`config.mk`:
```
export PLATFORM = sky130hd
export DESIGN_NAME = rf_wb_arbiter
export DESIGN_NICKNAME = d
export VERILOG_FILES = /design/src/rtl/rf_arb_pkg.sv /design/src/rtl/rf_ll_fifo.sv /design/src/rtl/rf_wb_arbiter.sv
export SDC_FILE = /design/constraint.sdc
export NUM_CORES = 1
export LEC_CHECK = 0
export CAP_MARGIN = 20
export CORE_MARGIN = 2
export CORE_UTILIZATION = 30
export CTS_BUF_LIST = sky130_fd_sc_hd__clkbuf_8
export DETAILED_ROUTE_END_ITERATION = 12
export PLACE_DENSITY = 0.59
export SYNTH_ARGS = -nofsm -noshare
export SYNTH_HDL_FRONTEND = slang
export SYNTH_SLANG_ARGS = --single-unit
```
`constraint.sdc`:
```
create_clock -name clk -period 2.7 [get_ports clk]
set_input_delay 0.27 -clock clk [delete_from_list [all_inputs] [get_ports clk]]
set_output_delay 0.27 -clock clk [all_outputs]
set_load 0.1 [all_outputs]
```
`src/rtl/rf_arb_pkg.sv`:
```
// Shared types for the register-file write-port arbiter.
// Optional LL bypass path is enabled with RF_WB_LL_BYPASS_EN.
package rf_arb_pkg;

  localparam int REG_AW = 5;
  localparam int XLEN   = 32;

  typedef logic [REG_AW-1:0] reg_addr_t;
  typedef logic [XLEN-1:0]   xdata_t;

  typedef enum logic [1:0] {
    GNT_NONE,
    GNT_WB,
    GNT_LL
  } gnt_src_e;

  typedef struct packed {
    reg_addr_t wa;
    xdata_t    wd;
  } ll_entry_t;

endpackage

```
`src/rtl/rf_ll_fifo.sv`:
```
// Circular buffer for long-latency results waiting for the write port.
// Independent of RF_WB_LL_BYPASS_EN; bypass is decided in the top.
module rf_ll_fifo
  import rf_arb_pkg::*;
#(
  parameter int FIFO_DEPTH = 4
) (
  input  logic      clk,
  input  logic      rst,
  input  logic      push_i,
  input  ll_entry_t entry_i,
  input  logic      pop_i,
  output logic      full_o,
  output logic      empty_o,
  output ll_entry_t head_o
);

  localparam int PW = $clog2(FIFO_DEPTH);

  ll_entry_t     mem_q [FIFO_DEPTH];
  logic [PW-1:0] wr_ptr_q, rd_ptr_q;
  logic [PW:0]   count_q, count_d;
  logic          do_push, do_pop;

  assign full_o  = (count_q == (PW+1)'(FIFO_DEPTH));
  assign empty_o = (count_q == '0);
  assign head_o  = mem_q[rd_ptr_q];

  // A push while full is only taken when the head leaves in the same cycle.
  assign do_pop  = pop_i && !empty_o;
  assign do_push = push_i && (!full_o || do_pop);

  always_comb begin
    count_d = count_q;
    case ({do_push, do_pop})
      2'b10:   count_d = count_q + (PW+1)'(1);
      2'b01:   count_d = count_q - (PW+1)'(1);
      default: count_d = count_q;
    endcase
  end

  always_ff @(posedge clk or posedge rst) begin
    if (rst) begin
      wr_ptr_q <= '0;
      rd_ptr_q <= '0;
      count_q  <= '0;
    end else begin
      if (do_push) wr_ptr_q <= wr_ptr_q + PW'(1);
      if (do_pop)  rd_ptr_q <= rd_ptr_q + PW'(1);
      count_q <= count_d;
    end
  end

  always_ff @(posedge clk) begin
    if (do_push) mem_q[wr_ptr_q] <= entry_i;
  end

endmodule

```
`src/rtl/rf_wb_arbiter.sv`:
```
// Register-file write-port arbiter: WB priority, buffered LL results, LL scoreboard.
// Define RF_WB_LL_BYPASS_EN to let an LL result skip the empty FIFO.
module rf_wb_arbiter
  import rf_arb_pkg::*;
#(
  parameter int FIFO_DEPTH   = 4,
  parameter int STARVE_LIMIT = 8
) (
  input  logic              clk,
  input  logic              rst,
  input  logic              wb_we,
  input  logic [REG_AW-1:0] wb_wa,
  input  logic [XLEN-1:0]   wb_wd,
  output logic              wb_hold,
  input  logic              ll_valid,
  output logic              ll_ready,
  input  logic [REG_AW-1:0] ll_wa,
  input  logic [XLEN-1:0]   ll_wd,
  input  logic              sb_set,
  input  logic [REG_AW-1:0] sb_rd,
  input  logic [REG_AW-1:0] ra0,
  input  logic [REG_AW-1:0] ra1,
  input  logic [REG_AW-1:0] ra2,
  output logic              hz0,
  output logic              hz1,
  output logic              hz2,
  output logic              hz_rd,
  output logic              rf_we,
  output logic [REG_AW-1:0] rf_wa,
  output logic [XLEN-1:0]   rf_wd,
  output logic              ll_empty
);

  localparam int NREG = 1 << REG_AW;
  localparam int SW   = $clog2(STARVE_LIMIT + 1);

  gnt_src_e        gnt;
  logic            fifo_full, fifo_empty, fifo_push, fifo_pop, bypass;
  ll_entry_t       head, ll_in;
  logic [SW-1:0]   starve_q, starve_d;
  logic            rf_we_q, rf_we_d, src_ll_q, src_ll_d;
  reg_addr_t       rf_wa_q, rf_wa_d;
  xdata_t          rf_wd_q, rf_wd_d;
  logic [NREG-1:0] pend_q, pend_d;

  // Handshake: an LL result transfers on a clock edge where ll_valid && ll_ready;
  // ll_ready depends only on registered FIFO occupancy, never on ll_valid.
  assign ll_in    = {ll_wa, ll_wd};
  assign ll_ready = !fifo_full;
  assign ll_empty = fifo_empty;
  assign wb_hold  = (starve_q == SW'(STARVE_LIMIT)) && !fifo_empty;

  rf_ll_fifo #(.FIFO_DEPTH(FIFO_DEPTH)) u_fifo (
    .clk     (clk),
    .rst     (rst),
    .push_i  (fifo_push),
    .entry_i (ll_in),
    .pop_i   (fifo_pop),
    .full_o  (fifo_full),
    .empty_o (fifo_empty),
    .head_o  (head)
  );

  always_comb begin
    gnt      = GNT_NONE;
    fifo_pop = 1'b0;
    bypass   = 1'b0;
    if (wb_hold) begin
      gnt      = GNT_LL;
      fifo_pop = 1'b1;
    end else if (wb_we) begin
      gnt = GNT_WB;
    end else if (!fifo_empty) begin
      gnt      = GNT_LL;
      fifo_pop = 1'b1;
    end
`ifdef RF_WB_LL_BYPASS_EN
    else if (ll_valid && ll_wa != '0) begin
      gnt    = GNT_LL;
      bypass = 1'b1;
    end
`endif
  end

  // Writes to x0 are accepted on the handshake but never buffered.
  assign fifo_push = ll_valid && ll_ready && (ll_wa != '0) && !bypass;

  always_comb begin
    rf_we_d  = 1'b0;
    src_ll_d = 1'b0;
    rf_wa_d  = rf_wa_q;
    rf_wd_d  = rf_wd_q;
    case (gnt)
      GNT_WB: begin
        rf_we_d = (wb_wa != '0);
        rf_wa_d = wb_wa;
        rf_wd_d = wb_wd;
      end
      GNT_LL: begin
        rf_we_d  = 1'b1;
        src_ll_d = 1'b1;
        rf_wa_d  = bypass ? ll_wa : head.wa;
        rf_wd_d  = bypass ? ll_wd : head.wd;
      end
      default: ;
    endcase
  end

  always_comb begin
    starve_d = starve_q;
    if (fifo_empty || fifo_pop)
      starve_d = '0;
    else if (gnt == GNT_WB && starve_q != SW'(STARVE_LIMIT))
      starve_d = starve_q + SW'(1);
  end

  // Clear first so a same-cycle re-issue of the register keeps it pending.
  always_comb begin
    pend_d = pend_q;
    if (rf_we_q && src_ll_q) pend_d[rf_wa_q] = 1'b0;
    if (sb_set && sb_rd != '0) pend_d[sb_rd] = 1'b1;
    pend_d[0] = 1'b0;
  end

  always_ff @(posedge clk or posedge rst) begin
    if (rst) begin
      starve_q <= '0;
      rf_we_q  <= 1'b0;
      src_ll_q <= 1'b0;
      rf_wa_q  <= '0;
      rf_wd_q  <= '0;
      pend_q   <= '0;
    end else begin
      starve_q <= starve_d;
      rf_we_q  <= rf_we_d;
      src_ll_q <= src_ll_d;
      rf_wa_q  <= rf_wa_d;
      rf_wd_q  <= rf_wd_d;
      pend_q   <= pend_d;
    end
  end

  assign rf_we = rf_we_q;
  assign rf_wa = rf_wa_q;
  assign rf_wd = rf_wd_q;
  assign hz0   = pend_q[ra0];
  assign hz1   = pend_q[ra1];
  assign hz2   = pend_q[ra2];
  assign hz_rd = pend_q[sb_rd];

endmodule

```
==> results of run 1 <==
## Yosys cell counts (3+ instances only)
cell      instances
nand2b_1          9
nand2_1          48
xnor2_1           4
and2_1            4
mux4_1            5
nand3_1          16
buf_2             7
or3b_2            4
mux4_2           48
nor2_1           17
or4_1             3
xor2_1            5
or3_1             3
mux2_2            4
nor2b_1           8
edfxtp_1        148
clkbuf_1         14
mux2i_1          65
dfrtp_1          81
ha_1              9
nand3b_1         12
o21ai_0         100
a22oi_1           6
inv_1            16
a21oi_1          12
nand4_1           6
buf_1            10
## metal layers
| metal | vias to the layer above | routed length, um |
|---|---|---|
| li1 | 3015 | - |
| met5 | - | 13 |
| met1 | 3238 | 10510 |
| met3 | 46 | 1964 |
| met2 | 237 | 11960 |
| met4 | 2 | 532 |
## final timing paths
kind                                          from                        endpoint  cells after the start
max reg2reg                starve_q[0]$_DFFE_PP0P_   u_fifo.count_q[2]$_DFFE_PP0P_                     10
min reg2reg                  rf_wd[30]$_DFFE_PP0P_           rf_wd[30]$_DFFE_PP0P_                      2
min                                            rst            rf_wd[9]$_DFFE_PP0P_                      2
max                           pend_q[12]$_DFF_PP0_                           hz_rd                      4
max in group asynchronous                      rst  u_fifo.rd_ptr_q[1]$_DFFE_PP0P_                      3
min in group clk                          wb_wd[8]            rf_wd[8]$_DFFE_PP0P_                      3
## repair_timing
item                                    in CTS  in global routing
pin swaps                                    0                  1
resized for setup                            6                  3
endpoints found under the setup margin       1                  1
setup buffers                                5                  5
## power by group through the flow
stage          Clock [mW]  Combinational [mW]  Sequential (mW)
2_1_floorplan           0                2.35             7.09
3_3_place_gp            0                5.72             5.40
3_5_place_dp            0                5.76             5.42
4_1_cts              3.12                5.82             5.34
5_1_grt              3.27                6.14             5.44
6_report             3.02                5.76             5.33
## metrics by stage
stage                     total power [mW]  setup TNS [ns]  hold slack [ns]  instances  cell area [um2]
final                                14.11               0           0.1664       1351            13120
after global routing                 14.85               0           0.1871       1349            13120
after CTS                            14.28               0           0.1720       1344            13080
after detailed placement             11.18        -0.08325           0.4756       1267            12270
after global placement               11.12        -0.07682           0.4709       1267            12270
after floorplan                      9.441               0           0.3689        680            10180
## final cells by class
class / count / area (um2) / share of cell area
Antenna cell: 2 / 5.005 / 0.0003814
Tap cell: 448 / 560.5 / 0.04272
Clock inverter: 32 / 212.7 / 0.01621
Inverter: 16 / 61.31 / 0.004672
Clock buffer: 40 / 550.5 / 0.04195
Sequential cell: 229 / 6482 / 0.4940
Timing Repair Buffer: 182 / 1735 / 0.1322
Multi-Input combinational cell: 402 / 3515 / 0.2678
## logic make-up after synthesis
group,count (synthesis),synth area share
flops,229,0.6369
compound gates,127,0.06675
xor+xnor,9,0.007758
buf+inv,49,0.02007
mux,122,0.1878
fa+ha+maj,10,0.01305
simple gates,134,0.06761
## flip-flops by register name (all words and copies together), names as in the netlist
name / count
u_fifo.mem_q: 148
rf_wd: 32
pend_q: 31
rf_wa: 5
starve_q: 4
u_fifo.count_q: 3
u_fifo.rd_ptr_q: 2
u_fifo.wr_ptr_q: 2
rf_we: 1
src_ll_q: 1
## worst max-delay path, cell delays in order (launching register included)
cell and delay (ns):
dfrtp_1 0.45, mux4_2 0.47, nor2b_1 0.14, or4_4 0.56
buf_12 0.19
==> impl_metrics.csv, run 1 <==
group,metric,value,unit
die,die_h,188.0,um
yosys,synth_edf_count,148,
cts,ctsRootBufferMaster,"clkbuf_8",
power_and_ir_drop,power_density,1075,nW/um2
final_layout,areaGrowthSynthToFinish,29.16,%
detailed_routing,drt_iter0_drc,427,
critical_path,arrival,2.34,ns
detailed_routing,num_vias,6538,
critical_path,worst_setup_path_end_kind,"output pin",
power_and_ir_drop,intPower,8.282,mW
global_routing,gr-usage-all-layers,0.1430,
detailed_routing,drt_first_pass_iters,5,
placed_design,place.gp.congestion,0.8227,
die,start_util,0.3037,
final_layout,final_cell_mix,"edfxtp_1 (148), o21ai_0 (100), clkdlybuf4s50_1 (97), buf_4 (74), dfrtp_1 (72)",
power_and_ir_drop,p_clk_frac,0.214,
timing,rsz0062_at_grt,"false",
critical_path,worstPathRequired,2.43,ns
detailed_routing,wirelength,24970,um
final_layout,fillers,3145,
power_and_ir_drop,seqPwrFrac,0.378,
cts,clk_latency,0.52,ns
critical_path,crit_type,"flip-flop to output pin",
cts,cts_sinks,229,
yosys,synth_area,10160,um2
yosys,syn_inst,680,
detailed_routing,via_per_inst,4.839,
yosys,avgSynthCellArea,14.94,um2
status,status,"finished clean",
cts,ctsHoldBuffers,0,
final_layout,fin_util,0.3923,
global_routing,gr-total-overflow,0,
die,coreArea,33450,um2
power_and_ir_drop,ir_drop,0.7888,mV
global_routing,top_usage_layer,"met2",
timing,finalCriticalPeriod,2.607,ns
job,maxCapViolations,0,
die,die_area,35350,um2
placed_design,port_buffers,143,
cts,cts_inserted_buffers,39,
timing,clock_skew,0.02489,ns
power_and_ir_drop,p_comb_frac,0.408,
placed_design,place_hpwl,16970,um
global_routing,met1_usage,0.1849,
yosys,synth_area_leaders,"edfxtp_1 (44%), dfrtp_1 (20%), mux4_2 (11%)",
placed_design,pre_cts_slack,-0.08325,ns
final_layout,final_common_cell,"edfxtp_1",
worst_hold_path,holdCritPathClass,"primary input to async pin",
cts,h-tree-depth,2,
critical_path,critPathLaunchType,"flip-flop",
yosys,postSynth.asyncResetShare,0.3537,
yosys,synthDominantCellAreaShare,0.4374,
timing,finalWorstSetupSlack,0.09331,ns
cts,cts_tree,"built",
global_routing,met2_usage,0.2330,
yosys,yosysUniqueCellTypes,38,
yosys,synth_fp_nets,789,
power_and_ir_drop,p_leak,4.727,nW
timing,maxSlewHeadroom,0.5682,
detailed_routing,antenna_left,0,
global_routing,grt_first_pass_wirelength,39350,um
yosys,synth_warnings,0,
power_and_ir_drop,p_sw,5.830,mW
cts,clock_path_buffers,3,
timing,worstMarginPinSlew,0.6477,ns
timing,setup_viol,0,
detailed_routing,drc_errors,0,
final_layout,drive_gt1_frac,0.2297,
global_routing,grt_pass1_vias,6816,
global_routing,grt_max_degree,76,
detailed_routing,wl_per_cell,18.48,um
yosys,synth-seq-cells,229,
power_and_ir_drop,p_sw_frac,0.4131,
timing,hold_viol,0,
critical_path,crit_fanout,5,
yosys,synth_ff_type,"edfxtp_1",
yosys,yosysSeqAreaShare,0.6369,
yosys,synth.largest_area_cell,"edfxtp_1",
die,num_rows,67,
timing,fin_crit_sh,0.9654,
global_routing,antenna_found_initial,4,
die,die_w,188.0,um
die,ios,144,
timing,slew_violations,0,
final_layout,layout.nets,979,
cts,path_clk_slew,0.06,ns
critical_path,rrSetupSlack,0.44,ns
global_routing,gr-usage-met3,0.04211,
timing,clock.fmax,0.3836,GHz
Note: power is estimated with default switching activity, not from simulation.
==> inputs of run 2 (changes only) <==
--- a/config.mk
+++ b/config.mk
@@ -5,11 +5,11 @@
 export SDC_FILE = /design/constraint.sdc
 export NUM_CORES = 1
 export LEC_CHECK = 0
-export CAP_MARGIN = 20
 export CORE_MARGIN = 2
 export CORE_UTILIZATION = 30
 export CTS_BUF_LIST = sky130_fd_sc_hd__clkbuf_8
 export DETAILED_ROUTE_END_ITERATION = 12
+export HOLD_SLACK_MARGIN = 0.1
 export PLACE_DENSITY = 0.59
 export SYNTH_ARGS = -nofsm -noshare
 export SYNTH_HDL_FRONTEND = slang
==> results of run 2 <==
The final DEF is identical to that of run 1; final timing and power are the same.
==> inputs of run 3 (changes only) <==
--- a/config.mk
+++ b/config.mk
@@ -11,6 +11,7 @@
 export DETAILED_ROUTE_END_ITERATION = 12
 export HOLD_SLACK_MARGIN = 0.1
 export PLACE_DENSITY = 0.59
+export SLEW_MARGIN = 20
 export SYNTH_ARGS = -nofsm -noshare
 export SYNTH_HDL_FRONTEND = slang
 export SYNTH_SLANG_ARGS = --single-unit
==> results of run 3 <==
The final DEF is identical to that of run 1; final timing and power are the same.
